===== src/rtl/alu_rr_arbiter.sv =====
// alu_rr_arbiter: shares one four-function ALU between two requesters.
// Requesters r0 and r1 each present a valid/ready request channel and receive
// their result on a valid/ready response channel. Ties are broken round-robin
// against the last requester that completed. Only one operation is in flight:
// IDLE accepts, EXEC computes from registered operands, RESP holds the result.
module alu_rr_arbiter #(
  parameter int ALU_WIDTH = 16
) (
  input  logic                 clk,
  input  logic                 reset,

  input  logic                 r0_req_valid,
  output logic                 r0_req_ready,
  input  logic [1:0]           r0_opcode,
  input  logic [ALU_WIDTH-1:0] r0_op1,
  input  logic [ALU_WIDTH-1:0] r0_op2,
  output logic                 r0_rsp_valid,
  input  logic                 r0_rsp_ready,
  output logic [ALU_WIDTH-1:0] r0_rsp_result,

  input  logic                 r1_req_valid,
  output logic                 r1_req_ready,
  input  logic [1:0]           r1_opcode,
  input  logic [ALU_WIDTH-1:0] r1_op1,
  input  logic [ALU_WIDTH-1:0] r1_op2,
  output logic                 r1_rsp_valid,
  input  logic                 r1_rsp_ready,
  output logic [ALU_WIDTH-1:0] r1_rsp_result,

  output logic                 busy,
  output logic                 owner
);

  typedef enum logic [1:0] {
    IDLE = 2'b00,
    EXEC = 2'b01,
    RESP = 2'b10
  } state_t;

  state_t                 state_r;
  logic                   last_grant_r;
  logic                   owner_r;
  logic                   busy_r;
  logic [1:0]             opcode_r;
  logic [ALU_WIDTH-1:0]   op1_r;
  logic [ALU_WIDTH-1:0]   op2_r;
  logic [ALU_WIDTH-1:0]   result_r;
  logic                   rsp_valid0_r;
  logic                   rsp_valid1_r;

  logic                   grant_valid_s;
  logic                   grant_s;
  logic [1:0]             sel_opcode_s;
  logic [ALU_WIDTH-1:0]   sel_op1_s;
  logic [ALU_WIDTH-1:0]   sel_op2_s;
  logic [ALU_WIDTH-1:0]   alu_out_s;
  logic                   owner_rsp_ready_s;

  // Shared four-function ALU; add/sub wrap modulo 2^ALU_WIDTH, no flags.
  function automatic logic [ALU_WIDTH-1:0] alu_f(
    input logic [1:0]           opc,
    input logic [ALU_WIDTH-1:0] a,
    input logic [ALU_WIDTH-1:0] b
  );
    logic [ALU_WIDTH-1:0] r;
    case (opc)
      2'b00:   r = a + b;
      2'b01:   r = a - b;
      2'b10:   r = a & b;
      2'b11:   r = a | b;
      default: r = {ALU_WIDTH{1'b0}};
    endcase
    return r;
  endfunction

  // Round-robin grant decision, only meaningful while the FSM is idle.
  always_comb begin
    grant_valid_s = 1'b0;
    grant_s       = 1'b0;
    if (state_r == IDLE) begin
      if (r0_req_valid && r1_req_valid) begin
        grant_valid_s = 1'b1;
        grant_s       = ~last_grant_r;
      end else if (r0_req_valid) begin
        grant_valid_s = 1'b1;
        grant_s       = 1'b0;
      end else if (r1_req_valid) begin
        grant_valid_s = 1'b1;
        grant_s       = 1'b1;
      end else begin
        grant_valid_s = 1'b0;
        grant_s       = 1'b0;
      end
    end else begin
      grant_valid_s = 1'b0;
      grant_s       = 1'b0;
    end
  end

  // Steer the granted requester's operation toward the operand registers.
  always_comb begin
    sel_opcode_s = 2'b00;
    sel_op1_s    = {ALU_WIDTH{1'b0}};
    sel_op2_s    = {ALU_WIDTH{1'b0}};
    if (grant_s) begin
      sel_opcode_s = r1_opcode;
      sel_op1_s    = r1_op1;
      sel_op2_s    = r1_op2;
    end else begin
      sel_opcode_s = r0_opcode;
      sel_op1_s    = r0_op1;
      sel_op2_s    = r0_op2;
    end
  end

  // Response-channel ready of whichever requester owns the in-flight result.
  always_comb begin
    owner_rsp_ready_s = 1'b0;
    if (owner_r) begin
      owner_rsp_ready_s = r1_rsp_ready;
    end else begin
      owner_rsp_ready_s = r0_rsp_ready;
    end
  end

  // The ALU only ever sees registered operands, so requester inputs cannot
  // disturb an operation once it has been accepted.
  assign alu_out_s = alu_f(opcode_r, op1_r, op2_r);

  // Main FSM: accept in IDLE, compute in EXEC, hold result in RESP.
  always_ff @(posedge clk or posedge reset) begin
    if (reset) begin
      state_r      <= IDLE;
      last_grant_r <= 1'b1;
      owner_r      <= 1'b0;
      busy_r       <= 1'b0;
      opcode_r     <= 2'b00;
      op1_r        <= {ALU_WIDTH{1'b0}};
      op2_r        <= {ALU_WIDTH{1'b0}};
      result_r     <= {ALU_WIDTH{1'b0}};
      rsp_valid0_r <= 1'b0;
      rsp_valid1_r <= 1'b0;
    end else begin
      case (state_r)
        IDLE: begin
          if (grant_valid_s) begin
            opcode_r <= sel_opcode_s;
            op1_r    <= sel_op1_s;
            op2_r    <= sel_op2_s;
            owner_r  <= grant_s;
            busy_r   <= 1'b1;
            state_r  <= EXEC;
          end
        end
        EXEC: begin
          result_r <= alu_out_s;
          if (owner_r) begin
            rsp_valid1_r <= 1'b1;
          end else begin
            rsp_valid0_r <= 1'b1;
          end
          state_r <= RESP;
        end
        RESP: begin
          if (owner_rsp_ready_s) begin
            rsp_valid0_r <= 1'b0;
            rsp_valid1_r <= 1'b0;
            last_grant_r <= owner_r;
            busy_r       <= 1'b0;
            state_r      <= IDLE;
          end
        end
        default: begin
          rsp_valid0_r <= 1'b0;
          rsp_valid1_r <= 1'b0;
          busy_r       <= 1'b0;
          state_r      <= IDLE;
        end
      endcase
    end
  end

  // Request readiness is combinational so a grant completes in one cycle.
  assign r0_req_ready  = grant_valid_s & ~grant_s;
  assign r1_req_ready  = grant_valid_s &  grant_s;

  // Both result buses show the shared register; rsp_valid qualifies them.
  assign r0_rsp_valid  = rsp_valid0_r;
  assign r1_rsp_valid  = rsp_valid1_r;
  assign r0_rsp_result = result_r;
  assign r1_rsp_result = result_r;

  assign busy          = busy_r;
  assign owner         = owner_r;

endmodule

===== config.mk =====
export PLATFORM = sky130hd
export DESIGN_NAME = alu_rr_arbiter
export DESIGN_NICKNAME = d
export VERILOG_FILES = /design/src/rtl/alu_rr_arbiter.sv
export SDC_FILE = /design/constraint.sdc
export NUM_CORES = 1
export LEC_CHECK = 0
export CAP_MARGIN = 0
export CORE_ASPECT_RATIO = 0.7
export CORE_MARGIN = 1
export CORE_UTILIZATION = 45
export DETAILED_ROUTE_END_ITERATION = 10
export GPL_TIMING_DRIVEN = 0
export PLACE_DENSITY_LB_ADDON = 0.08
export SLEW_MARGIN = 10
export SYNTH_ARGS = -nofsm -noshare
export SYNTH_HDL_FRONTEND = slang
export SYNTH_SLANG_ARGS = --single-unit

===== constraint.sdc =====
create_clock -name clk -period 3.91 [get_ports clk]
set_input_delay 0.9775 -clock clk [delete_from_list [all_inputs] [get_ports clk]]
set_output_delay 0.9775 -clock clk [all_outputs]
set_load 0.05 [all_outputs]

==> results of run 1 <==
-- layer usage --
metal,global-route usage [%],vias to the layer above,wire [µm]
met5,0,-,0
met2,36.9,161,4100
met1,37.7,1582,5220
li1,-,1711,-
met4,6.49,0,86
met3,6.10,7,890
-- cells in the mapped netlist, types with 3 or more instances --
library cell,count,share of area [%]
dfrtp_1,56,37
inv_1,43,4.3
a222oi_1,34,9.0
nand2_1,30,3.0
a21oi_1,28,3.7
o21ai_0,26,3.5
nor2_1,21,2.1
ha_1,18,6.0
clkbuf_1,17,1.7
buf_4,16,3.2
xnor2_1,15,3.5
xor2_1,11,2.6
maj3_1,9,2.4
mux2i_1,9,2.4
nor3_1,6,0.80
nand2b_1,5,0.83
nor2b_1,5,0.83
a21o_1,4,0.80
and3_1,4,0.66
nand3_1,4,0.53
o21ai_1,4,0.53
o211ai_1,3,0.60
o21a_1,3,0.60
or3_1,3,0.50
-- state kept, by name, summed over array words and instances, names as in the netlist --
signal	cells
opcode_r	2
last_grant_r	1
r1_rsp_valid	1
op2_r	16
r0_rsp_valid	1
r0_rsp_result	16
op1_r	16
busy	1
state_r	2
owner	1
-- logic make-up (layout without fill, tap and decap cells) --
logic type | count (synthesis) | in the layout | share of synthesized area [%]
AOI/OAI and AO/OA | 116 | 116 | 22.6
and+or+nand+nor | 89 | 89 | 11.8
buffers and inverters | 80 | 207 | 10.3
DFF | 57 | 57 | 37.9
adders and majority gates | 28 | 28 | 8.90
xor gates and xnor gates | 26 | 26 | 6.04
muxes | 9 | 9 | 2.39
-- worst max-delay path: cells and delay by family --
kind | cells | cell delay (ns)
simple gates | 2 | 0.57
buf+inv | 3 | 1.13
-- layout make-up --
class	count	area [µm²]	area share, %
Buffer	36	225	4.22
Clock buffer	12	256	4.80
Clock inverter	4	51.3	0.960
Inverter	43	161	3.02
Multi-Input combinational cell	268	1970	36.8
Sequential cell	57	1430	26.7
Tap cell	101	126	2.37
Timing Repair Buffer	112	1130	21.1
-- layout by cell type, fill, tap and decap left out, types with 5 or more instances in the layout --
| cell type | instances |
|---|---|
| clkdlybuf4s50_1 | 109 |
| dfrtp_1 | 56 |
| inv_1 | 42 |
| a222oi_1 | 34 |
| nand2_1 | 30 |
| a21oi_1 | 27 |
| o21ai_0 | 26 |
| nor2_1 | 21 |
| ha_1 | 18 |
| clkbuf_1 | 16 |
| buf_4 | 16 |
| xnor2_1 | 15 |
| xor2_1 | 11 |
| maj3_1 | 9 |
| mux2i_1 | 9 |
| clkbuf_16 | 9 |
| nor3_1 | 6 |
| nand2b_1 | 5 |
| nor2b_1 | 5 |
-- metrics by stage --
| stage | instance area [µm²] | hold slack (ns) | utilization [%] | TNS [ns] | cells |
|---|---|---|---|---|---|
| 4_1_cts | 5340 | 0.503 | 67.0 | -0.111 | 634 |
| 3_5_place_dp | 5020 | 0.487 | 63.0 | -1.09 | 618 |
| 5_1_grt | 5340 | 0.533 | 67.0 | 0 | 633 |
| 3_3_place_gp | 5000 | 0.473 | 62.8 | -1.09 | 617 |
| 2_1_floorplan | 3770 | 0.502 | - | 0 | 405 |
| 6_report | 5340 | 0.498 | 67.0 | 0 | 633 |
-- worst min path at each step --
stage / slack, ns / end / startpoint
global route: 0.53 / busy / busy
CTS: 0.50 / r1_rsp_valid / r1_rsp_valid
detailed placement: 0.49 / r1_rsp_valid / r1_rsp_valid
global placement: 0.47 / busy / busy
finish: 0.50 / r1_rsp_valid / r1_rsp_valid
floorplan: 0.50 / op1_r[9] / op1_r[9]
==> qor.yml, run 1 <==
drt:
  drc: 12
  wl_per_cell_um: 16.3
  viasPerCell: 5.47
  wirelength_um: 10300
  dr_total_vias: 3461
  dr.pass1.iters: 9
  first_iter_violations: 354
  ant_nets: 0
worst_setup_path:
  slowest_delay_ns: 0.43
  reg2reg_to: "r0_rsp_result[14]"
  crit_arrival_ns: 2.69
  reg2reg_depth: 12
  crit_path_max_fanout: 10
  slowest_stage: "clkdlybuf4s50_1"
  crit_path_end_kind: "output port"
  cp_data_required_time_ns: 2.93
  reg2reg_setup_slack_ns: 0.52
  critPathLaunchType: "input pin"
  cp-startpoint: "r0_req_valid"
  criticalPathCategory: "input pin to output port"
  r2r-start: "op2_r[0]"
  crit_path_end: "r1_req_ready"
  worstPathCellList: "clkdlybuf4s50_1 -> nand2_1 -> and3_1 -> clkbuf_2 -> clkdlybuf4s15_2"
timing:
  relSlewSlack_pct: 64.1
  finalMaxSlewViolations: 0
  fin_skew_ns: 0.00584
  max_freq_ghz: 0.273
  timing.final.hold_violations: 0
  tightestPinTransition_ns: 0.538
  setup_viol: 0
  fin_crit_sh_pct: 93.7
  min_period_ns: 3.67
  rsz0062_at_grt: "false"
  final.setup.worst_slack_ns: 0.245
finish:
  nFillCells: 653
  syn2layout_area_growth_pct: 41.8
  nets: 620
  diodes: 0
  drive_gt1_share_pct: 9.40
floorplanning:
  dieHeight_um: 78.6
  io_pins: 112
  start_util_pct: 47.3
  row_count: 27
  dieWidth_um: 111
  die-area_um2: 8750
  design.core.area_um2: 7970
hold_path:
  min_path_cells: 2
  hold_class: "flip-flop to flip-flop"
cts:
  cts_setup_buffers: 0
  cts-resized-gates: 6
  worstSkewPairLatency_ns: 0.33
  cts_tree: "yes"
  clk_path_buf_depth: 2
  ctsRootBufferMaster: "clkbuf_16"
  htree_levels: 3
  clock_sinks: 57
  postCtsHoldBufs: 0
  cts_made_buffers: 9
  path_clk_slew_ns: 0.05
global_route:
  grt_max_degree: 34
  grt_pass1_vias: 3269
  grt_usage_pct: 25.4
  antenna_found_initial: 0
  grt_pass1_wl_um: 17000
  grt_overflow_total: 0
synthesis:
  yosysUniqueCellTypes: 48
  syn-num-nets: 498
  netlist_area_um2: 3770
  synth.avg_cell_area_um2: 9.30
  ys.warnings.count: 0
  synth_edf_count: 0
  async_flop_share_pct: 100
  syn_inst: 405
  ys.flop_type: "dfrtp_1"
  ys_seq_area_share_pct: 37.9
  ys_ff_latch: 57
placed_design:
  place_ws_ns: -0.697
  dp_hpwl_um: 8350
  gp_congestion: 0.862
  numPortBuffers: 111
outcome:
  violations: "DRC"
  status: "finished, violations left"
flow_run:
  cap_viol_max_count: 0
Power of run 1 is left out: the tool's default activity adds up to more than one toggle a clock period on the data nets, which glitch-free logic cannot reach.
==> run 2, diff against run 1 <==
--- a/config.mk
+++ b/config.mk
@@ -7,8 +7,8 @@
 export LEC_CHECK = 0
 export CAP_MARGIN = 0
 export CORE_ASPECT_RATIO = 0.7
-export CORE_MARGIN = 1
-export CORE_UTILIZATION = 45
+export CORE_MARGIN = 4
+export CORE_UTILIZATION = 43
 export DETAILED_ROUTE_END_ITERATION = 10
 export GPL_TIMING_DRIVEN = 0
 export PLACE_DENSITY_LB_ADDON = 0.08
==> constraint.sdc (replaced) <==
create_clock -name clk -period 3.2 [get_ports clk]
set_input_delay 0.8 -clock clk [delete_from_list [all_inputs] [get_ports clk]]
set_output_delay 0.8 -clock clk [all_outputs]
set_load 0.05 [all_outputs]
==> run 2 against run 1 <==
Against the previous run: the run now ends clean; first-iteration DRC count down 18%; clock-buffer cell count down 1; via count unchanged; design area up 3.3%.
==> qor.yml, run 2 (synthesis results as in run 1) <==
outcome:
  status: "finished clean"
cts:
  worstSkewPairLatency_ns: 0.33
  cts_made_buffers: 9
  path_clk_slew_ns: 0.05
  postCtsHoldBufs: 0
  ctsRootBufferMaster: "clkbuf_16"
  clk_path_buf_depth: 2
  cts_tree: "yes"
  clock_sinks: 57
  htree_levels: 3
worst_setup_path:
  r2r-start: "op2_r[0]"
  reg2reg_to: "r0_rsp_result[14]"
  crit_path_max_fanout: 8
  reg2reg_setup_slack_ns: 0.08
  critPathLaunchType: "flip-flop"
  cp_data_required_time_ns: 3.41
  crit_arrival_ns: 3.33
  criticalPathCategory: "flip-flop to flip-flop"
  crit_path_end_kind: "flip-flop"
  reg2reg_depth: 12
flow_run:
  cap_viol_max_count: 0
timing:
  fin_crit_sh_pct: 97.4
  fin_skew_ns: 0.00530
  timing.final.hold_violations: 0
  tightestPinTransition_ns: 0.570
  hold_slack_ns: 0.485
  min_period_ns: 3.12
  finalMaxSlewViolations: 0
  finalSetupTns_ns: 0
  max_freq_ghz: 0.321
  rsz0062_at_grt: "true"
  relSlewSlack_pct: 62.0
  setup_viol: 0
placed_design:
  dp_hpwl_um: 8990
  numPortBuffers: 111
  dpl-instance-area_um2: 5050
  gp_congestion: 0.849
floorplanning:
  design.core.area_um2: 8480
  io_pins: 112
  start_util_pct: 44.4
  dieHeight_um: 86.3
  dieWidth_um: 120
  die-area_um2: 10300
  row_count: 28
global_route:
  grt_usage_pct: 22.2
  grt_max_degree: 38
  antenna_found_initial: 0
  grt_pass1_vias: 3506
  grt_overflow_total: 0
  grt_pass1_wl_um: 18000
hold_path:
  hold_class: "flip-flop to flip-flop"
  hp-start: "busy"
  min_path_cells: 1
  holdPathEnd: "busy"
drt:
  wl_met1_um: 5620
  drc: 0
  first_iter_violations: 292
  met3_length_um: 864
  dr_total_vias: 3461
  wirelength_um: 11300
  wl_per_cell_um: 17.2
  top_layer: "met4"
  met2_length_um: 4700
  dr.pass1.iters: 7
  ant_nets: 0
  viasPerCell: 5.28
finish:
  design_area_um2: 5520
  mostFrequentLayoutCell: "clkdlybuf4s50_1"
  diodes: 0
  final_cell_mix: "109 x clkdlybuf4s50_1, 54 x dfrtp_1, 42 x inv_1, 34 x a222oi_1, 30 x nand2_1"
  drive_gt1_share_pct: 12.7
  utilization_pct: 65.1
  nets: 624
  syn2layout_area_growth_pct: 46.5
-- run 2: cell types whose count changed in the layout (fill, tap and decap cells not counted), sizes merged --
cell	before	now
clkinv	2	1
clkdlybuf4s15	1	0
clkbuf	31	28
bufinv	1	3
buf	19	26
-- run 2: through the flow --
step,instances,worst slack (ns)
floorplan,405,0.298
global placement,636,-0.993
detailed placement,637,-1.00
CTS,651,0.0145
global route,656,-0.0778
finish,656,0.0819
-- run 2: routing by layer --
layer	vias up	global-route usage, %
met3	8	5.87
met4	0	6.34
li1	1709	-
met1	1598	31.8
met5	-	0
met2	146	33.2
-- run 2: final cells by class --
cell class / instances / area [µm²]
timing repair buffer: 117 / 1160
sequential: 57 / 1430
clock inverter: 5 / 103
fill: 727 / 2960
buffer: 35 / 221
tap: 120 / 150
clock buffer: 11 / 243
multi-input combinational: 268 / 2050
inverter: 43 / 161
-- run 2: critical path: stages, from the launching register on --
cell,delay (ns)
dfrtp_2,0.46
inv_1,0.10
ha_1,0.17
nor3b_4,0.26
nand3b_1,0.21
o21ai_1,0.19
xor2_1,0.30
ha_4,0.28
and3_1,0.22
nor2b_2,0.18
a2111oi_4,0.36
mux2i_1,0.23
nor2_1,0.05
-- run 2: worst max-delay path by stage --
stage          slack [ns]                end  cells past startpoint         start
6_report             0.08  r0_rsp_result[14]                     12      op2_r[0]
3_3_place_gp        -0.99       r0_req_ready                      5  r0_req_valid
3_5_place_dp        -1.00       r0_req_ready                      5  r0_req_valid
5_1_grt             -0.08  r0_rsp_result[14]                     12      op2_r[0]
4_1_cts              0.01       r1_req_ready                      5  r0_req_valid
2_1_floorplan        0.30  r0_rsp_result[14]                     12      op2_r[0]
-- run 2: timing repair --
item / CTS / global route
setup buffers: 0 / 5
gates cloned: 0 / 0
resized for setup: 16 / 21
setup endpoints to repair: 6 / 8
pin swaps: 0 / 7
hold endpoints to repair: 0 / 0
Power of run 2 is left out for the same reason.
